File: config.mk
export PLATFORM = sky130hd
export DESIGN_NAME = alsu_driver
export DESIGN_NICKNAME = d
export VERILOG_FILES = /design/src/rtl/alsu_pkg.sv /design/src/rtl/alsu_driver.sv
export SDC_FILE = /design/constraint.sdc
export NUM_CORES = 1
export LEC_CHECK = 0
export BUFFER_PORTS_ARGS = -buffer_cell sky130_fd_sc_hd__buf_2
export CAP_MARGIN = 20
export CORE_MARGIN = 8
export CORE_UTILIZATION = 45
export DETAILED_ROUTE_END_ITERATION = 6
export MAX_ROUTING_LAYER = met4
export PLACE_DENSITY = 0.87
export SLEW_MARGIN = 20
export SYNTH_ARGS = -nofsm -noshare
export SYNTH_HDL_FRONTEND = slang
export SYNTH_SLANG_ARGS = --single-unit
File: constraint.sdc
create_clock -name clk -period 1.7 [get_ports clk]
set_input_delay 0.17 -clock clk [delete_from_list [all_inputs] [get_ports clk]]
set_output_delay 0.17 -clock clk [all_outputs]
set_load 0.005 [all_outputs]
File: src/rtl/alsu_pkg.sv
// alsu_pkg: shared constants for the ALSU command driver.
// Opcodes, flag bit positions and driver FSM encoding.
package alsu_pkg;

  localparam logic [2:0] OP_AND    = 3'd0;
  localparam logic [2:0] OP_XOR    = 3'd1;
  localparam logic [2:0] OP_ADD    = 3'd2;
  localparam logic [2:0] OP_MUL    = 3'd3;
  localparam logic [2:0] OP_SHIFT  = 3'd4;
  localparam logic [2:0] OP_ROTATE = 3'd5;

  localparam int F_CIN    = 6;
  localparam int F_SERIAL = 5;
  localparam int F_RED_A  = 4;
  localparam int F_RED_B  = 3;
  localparam int F_BYP_A  = 2;
  localparam int F_BYP_B  = 1;
  localparam int F_DIR    = 0;

  typedef enum logic [1:0] {
    ST_IDLE  = 2'd0,
    ST_DRIVE = 2'd1,
    ST_WAIT  = 2'd2,
    ST_RESP  = 2'd3
  } state_t;

endpackage

File: src/rtl/alsu_driver.sv
// alsu_driver: issues one ALSU operation per command handshake,
// waits out the ALSU latency and returns the captured result.
module alsu_driver
  import alsu_pkg::*;
#(
  parameter int LATENCY = 2
) (
  input  logic        clk,
  input  logic        rst,
  input  logic        cmd_valid,
  output logic        cmd_ready,
  input  logic [2:0]  cmd_a,
  input  logic [2:0]  cmd_b,
  input  logic [2:0]  cmd_opcode,
  input  logic [6:0]  cmd_flags,
  output logic [2:0]  alsu_a,
  output logic [2:0]  alsu_b,
  output logic [2:0]  alsu_opcode,
  output logic [6:0]  alsu_flags,
  input  logic [5:0]  alsu_out,
  input  logic [15:0] alsu_leds,
  output logic        rsp_valid,
  input  logic        rsp_ready,
  output logic [5:0]  rsp_out,
  output logic        rsp_err,
  output logic [15:0] done_count,
  output logic [7:0]  err_count
);

  localparam int CW = $clog2(LATENCY + 1);

  state_t        state;
  state_t        state_nxt;
  logic [CW-1:0] cnt;
  logic          acc;
  logic          cap;
  logic          hs;

  // Next state plus accept / capture / handshake strobes
  always_comb begin
    state_nxt = state;
    acc       = 1'b0;
    cap       = 1'b0;
    hs        = 1'b0;
    unique case (state)
      ST_IDLE: begin
        if (cmd_valid && cmd_ready) begin
          acc       = 1'b1;
          state_nxt = ST_DRIVE;
        end
      end
      ST_DRIVE: state_nxt = ST_WAIT;
      ST_WAIT: begin
        if (cnt == CW'(1)) begin
          cap       = 1'b1;
          state_nxt = ST_RESP;
        end
      end
      ST_RESP: begin
        if (rsp_ready) begin
          hs        = 1'b1;
          state_nxt = ST_IDLE;
        end
      end
      default: state_nxt = ST_IDLE;
    endcase
  end

  // State, latency counter and registered ready
  always_ff @(posedge clk or negedge rst) begin
    if (!rst) begin
      state     <= ST_IDLE;
      cnt       <= '0;
      cmd_ready <= 1'b0;
    end else begin
      state     <= state_nxt;
      cmd_ready <= (state_nxt == ST_IDLE);
      if (state == ST_DRIVE)
        cnt <= CW'(LATENCY);
      else if (state == ST_WAIT)
        cnt <= cnt - CW'(1);
    end
  end

  // One-cycle command pulse toward the ALSU, parked at zero otherwise
  always_ff @(posedge clk or negedge rst) begin
    if (!rst) begin
      alsu_a      <= '0;
      alsu_b      <= '0;
      alsu_opcode <= '0;
      alsu_flags  <= '0;
    end else if (acc) begin
      alsu_a      <= cmd_a;
      alsu_b      <= cmd_b;
      alsu_opcode <= cmd_opcode;
      alsu_flags  <= cmd_flags;
    end else begin
      alsu_a      <= '0;
      alsu_b      <= '0;
      alsu_opcode <= '0;
      alsu_flags  <= '0;
    end
  end

  // Result capture and response handshake
  always_ff @(posedge clk or negedge rst) begin
    if (!rst) begin
      rsp_valid <= 1'b0;
      rsp_out   <= '0;
      rsp_err   <= 1'b0;
    end else if (cap) begin
      rsp_valid <= 1'b1;
      rsp_out   <= alsu_out;
      rsp_err   <= |alsu_leds;
    end else if (hs) begin
      rsp_valid <= 1'b0;
    end
  end

  // Completion counter wraps, error counter saturates
  always_ff @(posedge clk or negedge rst) begin
    if (!rst) begin
      done_count <= '0;
      err_count  <= '0;
    end else if (hs) begin
      done_count <= done_count + 16'd1;
      if (rsp_err && (err_count != 8'hFF))
        err_count <= err_count + 8'd1;
    end
  end

endmodule

==> results.tsv <==
stage	metric	value	unit
sta	fin crit period	1.59	ns
setup_path	CP startpoint	state[0]	
synth	Avg Cell Area, Syn	12.3	µm²
setup_path	r2r startpoint	state[0]	
route	WL final	4.78	mm
floorplanning	die width	86.1	µm
clock_network	post-CTS setup buffer count	0	
setup_path	Critical Setup Path Class	register to register	
power	Pwr Density	1270	nW/µm²
synth	Mapped Area	2210	µm²
route	initial DRC count	41	
power	Max rail drop VDD	569	µV
route	drt first pass iters	4	
cells_and_area	share of layout cells above drive strength 1	43.3	%
power	Tot Pwr	3670	µW
cells_and_area	Nets	325	
route	met2 wire len	2.58	mm
global_route	number of global-route vias before repair	1761	
setup_path	r2r setup slk	0.11	ns
route	top sig layer	met4	
cells_and_area	Antenna diodes	0	
synth	Synth Instances	179	
place	dpl ws	0.0753	ns
synth	yosys warns	0	
setup_path	delay-heaviest family, CP	simple AND/OR/NAND/NOR gates	
clock_network	Skew-Pair Late Insertion Delay	0.31	ns
global_route	first-pass GRT wire length	7.98	mm
floorplanning	die area	7410	µm²
synth	EDFF count, synth	0	
sta	post-route setup TNS	0	ns
setup_path	peak fanout along the critical path	7	
clock_network	Root Driver	clkbuf_8	
setup_path	CP arrival	1.78	ns
sta	RSZ-0062 raised after global routing	false	
sta	max frequency	630	MHz
setup_path	reg2reg end	err_count[5]	
floorplanning	row count	25	
power	Pleak	0.00157	µW
setup_path	worst path bufs/invs	0	
synth	fraction of registers with async set/reset	100	%
setup_path	critical path, cell by cell	ha_2 > and4_1 > nand3_1 > nor2_1 > mux2_2	
route	Vias	1652	
route	# DRC	0	
cells_and_area	final core utilization	61.2	%
sta	relative slew slack	61.7	%
synth	register area share after synthesis	60.1	%
setup_path	CP required	1.90	ns
global_route	gr ovfl total	0	
clock_network	TritonCTS Buffers	5	
place	DP HPWL	3.83	mm
synth	Yosys top cell by area	dfrtp_1	
place	GP Congestion	0.782	
route	Vias per Instance	4.80	
clock_network	TritonCTS Sinks	53	
global_route	antenna violations before repair	0	
route	Routed Antenna Nets	0	
sta	max-slew violation count	0	
clock_network	CTS tree	done	
synth	Synth area leaders	dfrtp_1 (60%), mux2_2 (5.1%), xnor2_1 (4.8%), and2_1 (4.5%), ha_1 (4.0%)	
floorplanning	die height	86.1	µm
route	metal3 WL	277	µm
clock_network	CTS max path bufs	2	
sta	final setup margin	0.112	ns
sta	clk_skew	0.00582	ns
setup_path	CP max-delay cell	dfrtp_1	
synth	syn nets	228	
job	# Max-Cap Violations	0	
route	Routed WL per cell	13.9	µm
hold_path	hold path start	cmd_flags[3]	
place	I/O Buffers	90	
synth	area share of the largest cell type after synthesis	60.1	%
floorplanning	core area	4720	µm²
status	status	completed	
setup_path	crit path launch type	register	
setup_path	CP endpoint	err_count[5]	
synth	Distinct cells, synth	30	
floorplanning	I/O pin cnt	91	
setup_path	CP Capture Type	register	
setup_path	number of cells on the critical path	5	
clock_network	H-Tree Depth	2	
setup_path	reg2reg path depth	5	
synth	Synth Register Bits	53	
floorplanning	initial core utilization	46.8	%
sta	Worst Max-Slew Pin Slew	0.575	ns
sta	period utilization	93.4	%
global_route	GRT Total Usage	13.8	%
synth	Synth Flop Type	dfrtp_1	
sta	Final Hold Vio Count	0	
sta	setup violators final	0	
setup_path	Critical Path Max Stage Delay	0.41	ns
clock_network	CTS clk-pin slew, worst paths	0.10	ns
global_route	largest net degree at the start of global routing	30	
cells_and_area	Synth-to-Final Area Change	30.9	%
route	met1 WL	1.86	mm
hold_path	Worst Hold Class	primary input to register	
-- layer usage --
layer	track usage [%]	up-vias
met2	24.8	46
li1	-	805
met4	5.73	0
met1	14.0	792
met5	-	-
met3	3.44	9
-- sequential cells by signal, indices dropped and copies added, names as in the netlist --
signal and cells:
err_count 8, alsu_opcode 3, cmd_ready 1, state 2, alsu_b 3, rsp_valid 1, alsu_flags 7, alsu_a 3
rsp_err 1, cnt 2, rsp_out 6, done_count 16
-- cell usage after synthesis (2+ instances only) --
| cell | n |
|---|---|
| nand3_1 | 6 |
| ha_1 | 7 |
| a21oi_1 | 2 |
| nor2_1 | 10 |
| xor2_1 | 6 |
| nor4_1 | 4 |
| mux2_2 | 10 |
| dfrtp_1 | 53 |
| clkbuf_1 | 2 |
| and3_1 | 6 |
| inv_1 | 5 |
| nand4_1 | 3 |
| and2_1 | 16 |
| nor3_2 | 2 |
| and4_1 | 2 |
| nand4_2 | 2 |
| o21ai_0 | 6 |
| xnor2_1 | 12 |
| nand2_1 | 14 |
-- cells by family (layout without fill, tap and decap cells) --
| family | after synthesis | in the layout | synth area share [%] |
|---|---|---|---|
| AND/OR/NAND/NOR | 70 | 70 | 18.2 |
| flip-flops | 53 | 53 | 60.1 |
| XOR/XNOR | 18 | 18 | 7.14 |
| AO/OA/AOI/OAI | 13 | 13 | 3.63 |
| multiplexers | 11 | 11 | 5.78 |
| adder cells (fa/ha/maj) | 7 | 7 | 3.97 |
| buffers and inverters | 7 | 105 | 1.19 |
-- layout make-up --
cell class,instances,area (µm²)
clock inverter,3,46.3
tap,67,83.8
multi-input combinational,119,866
sequential,53,1330
timing repair buffer,92,480
inverter,5,18.8
clock buffer,5,68.8
fill,395,1830
-- repair_timing --
action	in CTS	in global routing
setup endpoints to repair	0	7
hold buffers	1	0
resized for setup	0	3
hold endpoints to repair	24	0
-- report_power, final --
part	switching [µW]	internal, µW	total (µW)
Sequential	225	1560	1780
Combinational	498	541	1040
Clock	409	441	849
-- per-stage QoR --
step	hold WS, ns	instance area [µm²]	std cells
6_report	0.0598	2890	344
5_1_grt	0.0573	2890	344
4_1_cts	0.0510	2880	344
3_5_place_dp	0.208	2760	335
3_3_place_gp	0.195	2760	335
2_1_floorplan	-0.126	2210	179
-- how the worst min path moves through the flow --
stage / end / slack [ns] / cells after the start
after floorplan: alsu_a[0] / -0.13 / 0
after global placement: done_count[13] / 0.20 / 1
after detailed placement: done_count[13] / 0.21 / 1
after CTS: alsu_b[2] / 0.05 / 2
after global routing: alsu_flags[5] / 0.06 / 2
final: alsu_flags[3] / 0.06 / 2
-- worst register-to-register path, cell delays in order, from the launching register on --
cell and delay, ns:
dfrtp_1 0.41, ha_2 0.26, and4_1 0.19, nand3_1 0.13, nor2_1 0.16, mux2_2 0.34
-- cells in the final DEF (no fill, tap or decap), types with 2 or more instances in the layout --
| cell | Yosys | final |
|---|---|---|
| a21oi_1 | 2 | 2 |
| and2_1 | 16 | 16 |
| and3_1 | 6 | 5 |
| and4_1 | 2 | 2 |
| buf_2 | 0 | 90 |
| clkbuf_8 | 0 | 5 |
| dfrtp_1 | 53 | 53 |
| ha_1 | 7 | 6 |
| inv_1 | 5 | 5 |
| mux2_2 | 10 | 10 |
| nand2_1 | 14 | 14 |
| nand3_1 | 6 | 6 |
| nand4_1 | 3 | 3 |
| nand4_2 | 2 | 2 |
| nor2_1 | 10 | 10 |
| nor4_1 | 4 | 4 |
| o21ai_0 | 6 | 6 |
| xnor2_1 | 12 | 12 |
| xor2_1 | 6 | 6 |
No activity file was read; power rests on OpenSTA's default activity.
